**src/rtl/frame_fetch_pkg.sv**
```systemverilog
// Shared constants and FSM state type for the port-B frame fetch sequencer.
// The region bases are also used by the memory stage's address decode.
package frame_fetch_pkg;
  localparam int FRAME_WORDS = 90000;
  localparam int RAM_BASE    = 90300;
  localparam int SIN_BASE    = 90000;
  localparam int CNT_W       = 17;

  typedef enum logic [1:0] {IDLE, FETCH, DRAIN, DONE} state_e;
endpackage

```
**src/rtl/frame_fetch_ctrl_sync_fifo.sv**
```systemverilog
// Small synchronous FIFO with a combinational head word and an occupancy count.
// Flush has the same effect as reset but is driven by the controller.
module sync_fifo #(
  parameter int W     = 25,
  parameter int DEPTH = 4,
  localparam int PW   = (DEPTH > 1) ? $clog2(DEPTH) : 1,
  localparam int CW   = $clog2(DEPTH + 1)
) (
  input  logic          clk,
  input  logic          rst,
  input  logic          flush_i,
  input  logic          wr_en_i,
  input  logic [W-1:0]  wr_data_i,
  input  logic          rd_en_i,
  output logic [W-1:0]  rd_data_o,
  output logic [CW-1:0] count_o,
  output logic          full_o,
  output logic          empty_o
);
  logic [W-1:0]  mem_q [DEPTH];
  logic [PW-1:0] wptr_q, rptr_q;
  logic [CW-1:0] cnt_q;
  logic          wr, rd;

  function automatic logic [PW-1:0] nxt(input logic [PW-1:0] p);
    return (p == PW'(DEPTH - 1)) ? '0 : p + 1'b1;
  endfunction

  assign empty_o   = (cnt_q == '0);
  assign full_o    = (cnt_q == CW'(DEPTH));
  assign count_o   = cnt_q;
  assign rd_data_o = mem_q[rptr_q];
  assign rd        = rd_en_i & ~empty_o;
  // a write into a full FIFO is only legal when the head leaves the same cycle
  assign wr        = wr_en_i & (~full_o | rd);

  always_ff @(posedge clk) begin
    if (rst || flush_i) begin
      wptr_q <= '0;
      rptr_q <= '0;
      cnt_q  <= '0;
    end else begin
      if (wr) wptr_q <= nxt(wptr_q);
      if (rd) rptr_q <= nxt(rptr_q);
      case ({wr, rd})
        2'b10:   cnt_q <= cnt_q + 1'b1;
        2'b01:   cnt_q <= cnt_q - 1'b1;
        default: cnt_q <= cnt_q;
      endcase
    end
  end

  always_ff @(posedge clk) begin
    if (wr) mem_q[wptr_q] <= wr_data_i;
  end
endmodule

```
**src/rtl/frame_fetch_ctrl.sv**
```systemverilog
// Port-B frame sweep sequencer: issues one read per cycle under FIFO credit,
// tracks the fixed read latency with a valid shift register, streams pixels out.
module frame_fetch_ctrl #(
  parameter int ADDR_W      = 18,
  parameter int DATA_W      = 24,
  parameter int FRAME_WORDS = frame_fetch_pkg::FRAME_WORDS,
  parameter int RAM_BASE    = frame_fetch_pkg::RAM_BASE,
  parameter int RD_LAT      = 2,
  parameter int FIFO_DEPTH  = 4
) (
  input  logic              clk,
  input  logic              rst,
  input  logic              start,
  input  logic              src_sel,
  input  logic              abort,
  output logic [ADDR_W-1:0] mem_addr_b,
  input  logic [DATA_W-1:0] mem_rdata_b,
  output logic [DATA_W-1:0] pix_data,
  output logic              pix_valid,
  input  logic              pix_ready,
  output logic              pix_last,
  output logic              busy,
  output logic              done
);
  import frame_fetch_pkg::*;

  localparam int CW = $clog2(FIFO_DEPTH + 1);

  state_e              state_q, state_d;
  logic [ADDR_W-1:0]   base_q, base_d, addr_q, addr_d;
  logic [CNT_W-1:0]    issue_q, issue_d, accept_q, accept_d;
  logic [RD_LAT-1:0]   vld_sr_q, last_sr_q;
  logic [CW-1:0]       outst, fifo_cnt;
  logic                fifo_full, fifo_empty, credit, issue_go, flush, pop;
  logic [DATA_W:0]     fifo_rd;

  always_comb begin
    outst = '0;
    for (int i = 0; i < RD_LAT; i++) outst = outst + CW'(vld_sr_q[i]);
  end

  // every in-flight read already owns a FIFO slot, so a write can never overflow
  assign credit = ~fifo_full &&
                  (({1'b0, outst} + {1'b0, fifo_cnt}) < (CW + 1)'(FIFO_DEPTH));
  assign pop    = ~fifo_empty & pix_ready;

  always_comb begin
    state_d  = state_q;
    base_d   = base_q;
    addr_d   = addr_q;
    issue_d  = issue_q;
    accept_d = accept_q;
    issue_go = 1'b0;
    flush    = 1'b0;
    if (pop && accept_q != CNT_W'(FRAME_WORDS)) accept_d = accept_q + 1'b1;
    unique case (state_q)
      IDLE: begin
        if (start && !abort) begin
          state_d  = FETCH;
          base_d   = src_sel ? ADDR_W'(RAM_BASE) : '0;
          issue_d  = '0;
          accept_d = '0;
        end
      end
      FETCH: begin
        if (credit) begin
          issue_go = 1'b1;
          addr_d   = base_q + ADDR_W'(issue_q);
          issue_d  = issue_q + 1'b1;
          if (issue_q == CNT_W'(FRAME_WORDS - 1)) state_d = DRAIN;
        end
      end
      DRAIN: begin
        if (accept_d == CNT_W'(FRAME_WORDS)) state_d = DONE;
      end
      DONE: state_d = IDLE;
      default: state_d = IDLE;
    endcase
    if (abort && state_q != IDLE) begin
      state_d  = IDLE;
      flush    = 1'b1;
      issue_go = 1'b0;
    end
    if (state_d == IDLE) addr_d = '0;
  end

  always_ff @(posedge clk) begin
    if (rst) state_q <= IDLE;
    else     state_q <= state_d;
  end

  always_ff @(posedge clk) begin
    if (rst) begin
      base_q    <= '0;
      addr_q    <= '0;
      issue_q   <= '0;
      accept_q  <= '0;
      vld_sr_q  <= '0;
      last_sr_q <= '0;
    end else begin
      base_q   <= base_d;
      addr_q   <= addr_d;
      issue_q  <= issue_d;
      accept_q <= accept_d;
      if (flush) begin
        vld_sr_q  <= '0;
        last_sr_q <= '0;
      end else begin
        vld_sr_q  <= (vld_sr_q << 1) | RD_LAT'(issue_go);
        last_sr_q <= (last_sr_q << 1) |
                     RD_LAT'(issue_go && issue_q == CNT_W'(FRAME_WORDS - 1));
      end
    end
  end

  sync_fifo #(.W(DATA_W + 1), .DEPTH(FIFO_DEPTH)) u_fifo (
    .clk       (clk),
    .rst       (rst),
    .flush_i   (flush),
    .wr_en_i   (vld_sr_q[RD_LAT-1]),
    .wr_data_i ({last_sr_q[RD_LAT-1], mem_rdata_b}),
    .rd_en_i   (pop),
    .rd_data_o (fifo_rd),
    .count_o   (fifo_cnt),
    .full_o    (fifo_full),
    .empty_o   (fifo_empty)
  );

  assign mem_addr_b = addr_q;
  assign pix_valid  = ~fifo_empty;
  assign pix_data   = fifo_rd[DATA_W-1:0];
  assign pix_last   = ~fifo_empty & fifo_rd[DATA_W];
  assign busy       = (state_q != IDLE);
  assign done       = (state_q == DONE);
endmodule
```
**config.mk**
```make
export PLATFORM = sky130hd
export DESIGN_NAME = frame_fetch_ctrl
export DESIGN_NICKNAME = d
export VERILOG_FILES = /design/src/rtl/frame_fetch_pkg.sv /design/src/rtl/frame_fetch_ctrl_sync_fifo.sv /design/src/rtl/frame_fetch_ctrl.sv
export SDC_FILE = /design/constraint.sdc
export NUM_CORES = 1
export LEC_CHECK = 0
export ABC_AREA = 1
export CORE_UTILIZATION = 48
export CTS_CLUSTER_DIAMETER = 150
export DETAILED_ROUTE_END_ITERATION = 12
export PLACE_DENSITY = 0.69
export SLEW_MARGIN = 20
export SYNTH_ARGS = -nofsm -noshare
export SYNTH_HDL_FRONTEND = slang
export SYNTH_SLANG_ARGS = --single-unit
```
**constraint.sdc**
```tcl
create_clock -name clk -period 2.8 [get_ports clk]
set_input_delay 0.56 -clock clk [delete_from_list [all_inputs] [get_ports clk]]
set_output_delay 0.56 -clock clk [all_outputs]
set_load 0.02 [all_outputs]
```
== After elaboration in Yosys (flattened, before gate mapping) ==
Memories as Yosys holds them, arrays and structs flattened. A register that Yosys moved wholly into a read port is not among the register bits.
Cells that the tools add are included.

* Bitwise operators: 9
* $add $sub $neg: 9
* Multiplexer cells: 24
* Equal/unequal tests: 13
* Reductions and logical operators: 18
* Order comparisons: 1

{| class="wikitable"
|+ Operators by type and width
! cell !! number
|-
| 17-bit two-way mux || 6
|-
| 17-bit by 1-bit adder with 17-bit output (second input constant) || 2
|-
| 17-bit == test (second input constant) || 2
|-
| 17-bit one-hot mux with 2 select lines || 1
|-
| 18-bit by 17-bit adder with 18-bit output || 1
|-
| 2-bit two-way mux || 9
|-
| 17-bit inequality test (second input constant) || 1
|-
| 2-bit == test (second input constant) || 5
|-
| 2-bit one-hot mux with 4 select lines || 1
|-
| 1-bit two-way mux || 6
|-
| 3-bit one-hot mux with 2 select lines || 1
|-
| 2-bit nonzero test || 3
|-
| 1-bit logical AND || 5
|-
| 2-bit by 1-bit adder with 2-bit output (second input constant) || 2
|-
| 2-bit by 3-bit adder with 4-bit output || 1
|-
| 1-bit bitwise AND || 4
|-
| 2-bit by 1-bit == test with 1-bit output (second input constant) || 2
|-
| 2-bit logical NOT || 2
|-
| 4-bit by 3-bit less-than comparator with 1-bit output (second input constant) || 1
|-
| 2-bit inequality test (second input constant) || 2
|-
| 2-bit by 1-bit OR with 2-bit output || 2
|-
| 2-bit AND reduction || 2
|-
| 2-bit OR reduction || 2
|-
| 3-bit by 1-bit adder with 3-bit output (second input constant) || 1
|-
| 9 further kinds || 10
|}

* Output and inout bits: 46
* RAM bits: 100
* Word-level logic and storage cells: 85
* Register bits: 83
* Input bits: 30
* Memories: 1

{| class="wikitable"
|+ Memories
! name !! depth !! width !! rd ports !! clocked after Yosys merged registers in !! write ports !! RTL line !! RTL
|-
| u_fifo.mem_q || 4 || 25 || 1 || 1 || 1 || frame_fetch_ctrl_sync_fifo.sv:20 || <nowiki>logic [W-1:0] mem_q [DEPTH];</nowiki>
|}

== Logic depth before layout (Yosys ltp) ==
Gate-level depths: netlist of the first run.

* Depth in word-level cells: 11
* Mapped depth: 18
* Depth with buffers taken out: 17

== Hierarchy ==
From an unflattened synthesis of the first run, not the netlist that was laid out.

* Cells, all modules: 816
* Area, all modules: 7628.6 µm²

{| class="wikitable"
|+ By module, submodules not included
! module !! instances !! cells an instance !! seq. area each (µm²) !! area an instance (µm²)
|-
| sync_fifo || 1 || 310 || 3183.1 || 4202.8
|-
| frame_fetch_ctrl || 1 || 506 || 1181.1 || 3425.8
|}

== Least setup slack after synthesis of the first run ==
Ideal clock, no wire load.

* Kind: input to register
* Start: input port pix_ready
* End: memory u_fifo.mem_q[0][0], enable pin
* Setup slack: 0.346 ns
* Required time: 2.393 ns
* Library setup time: 0.407 ns
* Path buffers: 0
* Stages on the path: 4
* Arrival: 2.048 ns
* Cells stage by stage: inv_2 > a31oi_1 > clkinv_1 > nor2_1

* Longest elaborated chain between the ends: 6

{| class="wikitable"
|+ RTL lines
! element !! RTL line !! RTL
|-
| start, declared || frame_fetch_ctrl.sv:20 || <nowiki>input logic pix_ready,</nowiki>
|-
| 1-bit bitwise AND || frame_fetch_ctrl.sv:45 || <nowiki>assign pop = ~fifo_empty & pix_ready;</nowiki>
|-
| 1-bit bitwise AND || frame_fetch_ctrl_sync_fifo.sv:33 || <nowiki>assign rd = rd_en_i & ~empty_o;</nowiki>
|-
| 1-bit OR || frame_fetch_ctrl_sync_fifo.sv:35 || <nowiki>assign wr = wr_en_i & (~full_o | rd);</nowiki>
|-
| 1-bit bitwise AND || frame_fetch_ctrl_sync_fifo.sv:35 ||
|-
| 1-bit two-way mux || frame_fetch_ctrl_sync_fifo.sv:54 || <nowiki>if (wr) mem_q[wptr_q] <= wr_data_i;</nowiki>
|-
| 1-bit two-way mux (not written as such) || frame_fetch_ctrl_sync_fifo.sv:54 ||
|-
| end, declared || frame_fetch_ctrl_sync_fifo.sv:20 ||
|}

No other way between the ends.

==> results.cfg, run 1 <==
[sta]
drv_slew = 0
hold_ws_ns = 0.4198
fin_crit_ns = 2.650
slew_headroom = 0.6195
fmax_ghz = 0.3774
worst_slack_ns = 0.1503
period_share = 0.9463
finalClockSkew_ns = 0.009035
worstMarginPinSlew_ns = 0.5636
finalSetupViolCount = 0
hold_viol_final = 0
setup_tns_ns = 0

[cells_and_area]
diodes = 0
area_growth_pct = 22.60
fillers = 1180
stdcell_area_sq_um = 9130
drive_gt1_frac = 0.09255
fin_util = 0.6028
regArea_sq_um = 4367
multi_input_area_sq_um = 2674
nets = 922

[yosys]
yosys_warnings = 0
synth_edf_count = 100
synth_ff_type = edfxtp_1
postSynthCellCount = 786
synth_top_family_by_area = simple AND/OR/NAND/NOR gates
synth_simple_gate_area_frac = 0.1719
synthArstFlopShare = 0
netlist_area_sq_um = 7447
synth_adder_area_share = 0.03394
muxShareOfSynthArea = 0.006720
synthXorXnorAreaFrac = 0.01176
syn_area_per_cell_sq_um = 9.475
synth_compound_area_frac = 0.1334
synth-seq-area-share = 0.5860
synth_seq_cells = 168
synth_fp_nets = 835
synth_cell_type_count = 42

[critical_path]
crit_path_end_kind = output port
path_cells = inv_1 > buf_6 > o21ai_0 > o22ai_1 > clkdlybuf4s50_1
arrival_ns = 2.09
max_stage_delay_ns = 0.64
critPathMaxFanout = 30
critical-path-slowest-cell = clkdlybuf4s50_1
path_class = reg2out
cp-start-kind = register
worstPathRequired_ns = 2.24

[placement]
place_area_sq_um = 8527
gp_congestion = 0.9280
dp_hpwl_um = 10330
io_buffers = 75
dp_slack_ns = 0.1541

[floorplanning]
dieHeight_um = 126.6
coreArea_sq_um = 15150
die-area_sq_um = 16020
fp-row-count = 45
die_w_um = 126.6
initial_core_util = 0.4917
io_pins = 76

[pwr]
cellPowerDensity_nw_per_um2 = 707.6
ir_worst_vdd_mv = 0.4926
p_leak_nw = 3.329

[route]
vias = 5694
vias_per_cell = 5.302
firstDrtPassIters = 5
top_layer = met4
drt_iter0_drc = 455
route.met2.wl_um = 7501
wl_met3_um = 717
drc = 0
ant_nets = 0
wl_per_cell_um = 14.62
drt-met1-wl_um = 7287
drt_wl_total_um = 15700

[clocking]
clk_path_buf_depth = 2
numCtsBuffers = 17
cts_tree = built
clock_latency_ns = 0.43
htreeDepth = 4
postCtsSetupBuffers = 0
clk_pin_slew_ns = 0.06
cts_root_buf = clkbuf_16
clock_sinks = 168

[worst_hold_path]
hp-class = reg2reg

[global_route]
grt_max_degree = 31
overflow = 0
grt_pass1_wl_um = 25750
grt_pass1_vias = 5464
track_usage = 0.2045
antenna_found_initial = 0

[run_status]
outcome = complete, no violations

[job]
max-cap-violations = 0
-- final cells by class --
| type | instances | share of cell area |
|---|---|---|
| clock buffers | 17 | 0.04659 |
| clock inverters | 15 | 0.01782 |
| inverters | 87 | 0.03618 |
| multi-input cells | 509 | 0.2929 |
| flip-flops and latches | 168 | 0.4783 |
| well taps | 188 | 0.02576 |
| repair buffers | 90 | 0.1025 |
-- cell families after synthesis --
logic type | count (synthesis)
and+or+nand+nor | 300
DFF | 168
xor gates and xnor gates | 10
muxes | 5
adders and majority gates | 19
AOI/OAI and AO/OA | 175
buffers and inverters | 109
-- per-layer routing --
| metal | global-route usage | vias to the layer above |
|---|---|---|
| met5 | 0 | - |
| met4 | 0.07654 | 0 |
| met3 | 0.04133 | 19 |
| met2 | 0.3448 | 157 |
| met1 | 0.2607 | 2671 |
| li1 | - | 2847 |
-- placed cells by master (no fill, tap or decap), types with 3 or more instances in the layout --
master and instances:
a21oi_2 10, a21oi_1 48, xnor2_1 3, mux2i_1 5, clkdlybuf4s50_1 74, a211oi_1 5
nor2_1 119, nand3b_1 3, nor3_1 9, nor2_4 5, dfxtp_1 66, nand4_1 6
xor2_1 7, buf_12 5, nand3_1 23, clkbuf_16 17, nor2_2 6, inv_2 5
clkinv_4 5, inv_6 3, inv_1 79, buf_4 8, nor4_1 3, ha_1 17
nand2_1 121, inv_8 3, o22ai_1 25, edfxtp_1 100, o21ai_0 76
-- timing repair --
item,CTS,global route
endpoints found under the setup margin,0,5
hold buffers,0,0
resized for setup,0,5
-- registers in the layout, indices dropped and copies added, names as in the netlist, 3 cells and up, named ones only --
name / count
u_fifo.count_o: 3
mem_addr_b: 18
accept_q: 17
issue_q: 17
u_fifo.mem_q: 100
-- through the flow --
step / power [mW] / instances
after floorplan: 3.643 / 786
final: 6.461 / 1074
after global routing: 6.728 / 1074
after detailed placement: 4.222 / 1042
after CTS: 6.501 / 1074
after global placement: 4.188 / 1042
-- power breakdown --
group          internal, mW  total (mW)  switching [mW]
Combinational         0.568        1.43           0.861
Sequential             2.68        2.74          0.0594
Clock                  1.26        2.29            1.03
-- cells in the mapped netlist, drive strengths merged (2+ instances only) --
cell | instances | area, sq um
a211oi | 5 | 37.54
nand3 | 25 | 142.6
a21oi | 59 | 344.1
clkinv | 2 | 7.510
edfxtp | 100 | 3003
dfxtp | 68 | 1361
mux2i | 5 | 50.05
clkbuf | 18 | 67.56
nand4 | 6 | 37.54
fa | 2 | 40.04
nand2 | 123 | 476.7
ha | 17 | 212.7
nor4 | 3 | 18.77
xor2 | 7 | 61.31
inv | 85 | 319.1
o22ai | 25 | 156.4
buf | 4 | 25.02
nand3b | 3 | 22.52
a31oi | 2 | 12.51
nor3 | 9 | 45.04
o21ai | 77 | 385.4
xnor2 | 3 | 26.28
nor2 | 130 | 530.5
-- critical path, delay by kind of cell, from the launching register on --
kind	cells	cell delay, ns
flops	1	0.35
buf+inv	3	1.00
compound gates	2	0.30
-- worst paths after layout --
| check | slack [ns] | depth (start not counted) | end | start |
|---|---|---|---|---|
| setup / recovery | 0.15 | 5 | pix_data[1] | register |
| hold / removal | 0.42 | 2 | last_sr_q[1] | last_sr_q[0] |
| setup reg to reg | 0.30 | 11 | mem_addr_b[14] | base_q[14] |
| hold reg to reg | 0.42 | 2 | last_sr_q[1] | last_sr_q[0] |
No activity file was read; power rests on OpenSTA's default activity.
==> inputs of run 2 (changes only) <==
Clock period 2.8 ns to 3.43 ns, I/O delays scaled along.
==> results.cfg, run 2 (synthesis gave the netlist of run 1 again) <==
[run_status]
outcome = complete, no violations

[cells_and_area]
regMostFlops = u_fifo.mem_q
stdcell_area_sq_um = 9019
largest_reg_flops = 100
regArea_sq_um = 4365
final_common_cell = nand2_1
diodes = 0
fin_util = 0.5955
layoutNonFillerInstCount = 1069
multi_input_area_sq_um = 2674
final_cell_mix = nand2_1 (121), nor2_1 (119), edfxtp_1 (100), inv_1 (80), o21ai_0 (76)
drive_gt1_frac = 0.08400
area_growth_pct = 21.10
fillers = 1250
nets = 917

[sta]
hold_viol_final = 0
finalSetupViolCount = 0
rsz0062_at_grt = no
fin_crit_ns = 3.197
finalClockSkew_ns = 0.008752
setup_tns_ns = 0
fmax_ghz = 0.3128
period_share = 0.9320
drv_slew = 0
slew_headroom = 0.4256
worst_slack_ns = 0.2334
hold_ws_ns = 0.4096
worstMarginPinSlew_ns = 0.8595

[placement]
io_buffers = 75
gp_congestion = 0.9401
dp_slack_ns = 0.6582
dp.cells = 1037
place_area_sq_um = 8427
dp_hpwl_um = 10460

[clocking]
cts_root_buf = clkbuf_16
clk_pin_slew_ns = 0.06
cts_tree = built
ctsResizeCount = 0
clock_sinks = 168
postCtsSetupBuffers = 0
ctsHoldBuffers = 0
htreeDepth = 4
clock_latency_ns = 0.43
clk_path_buf_depth = 2
numCtsBuffers = 17

[pwr]
ir_worst_vdd_mv = 0.3535
cellPowerDensity_nw_per_um2 = 585.8
power_mw = 5.283
p_leak_nw = 3.271

[critical_path]
cp_top_family = buffers and inverters
r2r-start = base_q[14]
cp-start-kind = register
arrival_ns = 2.51
worst_r2r_path_depth = 11
critPathMaxFanout = 34
path_class = reg2out
path_cells = inv_1 > buf_4 > o21ai_0 > o22ai_1 > clkdlybuf4s50_1
worstPathRequired_ns = 2.74
reg2reg_slack_ns = 0.84
crit_path_end_kind = output port
path_buf_inv = 3
r2r_end = mem_addr_b[14]
critical-path-slowest-cell = clkdlybuf4s50_1
max_stage_delay_ns = 0.65

[route]
vias_per_cell = 5.325
firstDrtPassIters = 4
drc = 0
wl_per_cell_um = 14.84
top_layer = met4
route.met2.wl_um = 7696
wl_met3_um = 646
drt_iter0_drc = 351
drt-met1-wl_um = 7187
drt_wl_total_um = 15860
ant_nets = 0
vias = 5692

[global_route]
grt_pass1_vias = 5530
overflow = 0
grt_max_degree = 51
grt_pass1_wl_um = 26410
track_usage = 0.2101
antenna_found_initial = 0

[worst_hold_path]
hp-class = reg2reg
holdCritStartpoint = last_sr_q[0]
holdPathEnd = last_sr_q[1]
min_path_cells = 2

[floorplanning]
coreArea_sq_um = 15150
die-area_sq_um = 16020
dieHeight_um = 126.6
die_w_um = 126.6
initial_core_util = 0.4917
fp-row-count = 45
io_pins = 76

[job]
max-cap-violations = 0
[run 2: cell count changes in the layout (fill, tap and decap cells not counted), moves of 2 or more]
| cell | previous run | this run |
|---|---|---|
| inv_6 | 3 | 6 |
| buf_12 | 5 | 0 |
| clkinv_4 | 5 | 3 |
| inv_8 | 3 | 1 |
| buf_4 | 8 | 10 |
| buf_6 | 2 | 0 |
[run 2: per-layer routing]
layer  up-vias  track usage
met2       157       0.3627
met4         0      0.09284
li1       2831            -
met5         -            0
met3        27      0.03458
met1      2677       0.2601
[run 2: worst max path at each step]
stage	cells after the start	startpoint	endpoint	slack [ns]
floorplan	4	pix_ready	u_fifo.mem_q[0][0]	0.85
global placement	11	pix_ready	mem_addr_b[14]	0.74
detailed placement	13	pix_ready	mem_addr_b[1]	0.66
CTS	5	register	pix_data[16]	0.21
global route	5	register	pix_data[16]	0.05
finish	5	register	pix_data[16]	0.23
[run 2: worst register-to-register path, delay by kind of cell (launching register included)]
| family | cells | cell delay [ns] |
|---|---|---|
| AO/OA/AOI/OAI | 4 | 0.82 |
| adder cells (fa/ha/maj) | 2 | 0.63 |
| flip-flops | 1 | 0.53 |
| AND/OR/NAND/NOR | 2 | 0.21 |
| XOR/XNOR | 1 | 0.19 |
| multiplexers | 1 | 0.09 |
| buffers and inverters | 1 | 0.06 |
[run 2: area by class of cell]
type	count	share of cell area
Timing Repair Buffer	85	0.09156
Clock buffer	17	0.04717
Inverter	87	0.03621
Multi-Input combinational cell	509	0.2965
Clock inverter	15	0.01845
Tap cell	188	0.02608
Sequential cell	168	0.4840
[run 2: where the power goes]
part | leakage [nW] | switching [mW] | internal (mW)
Sequential | 1.45 | 0.0424 | 2.19
Combinational | 1.53 | 0.705 | 0.447
Clock | 0.289 | 0.813 | 1.09
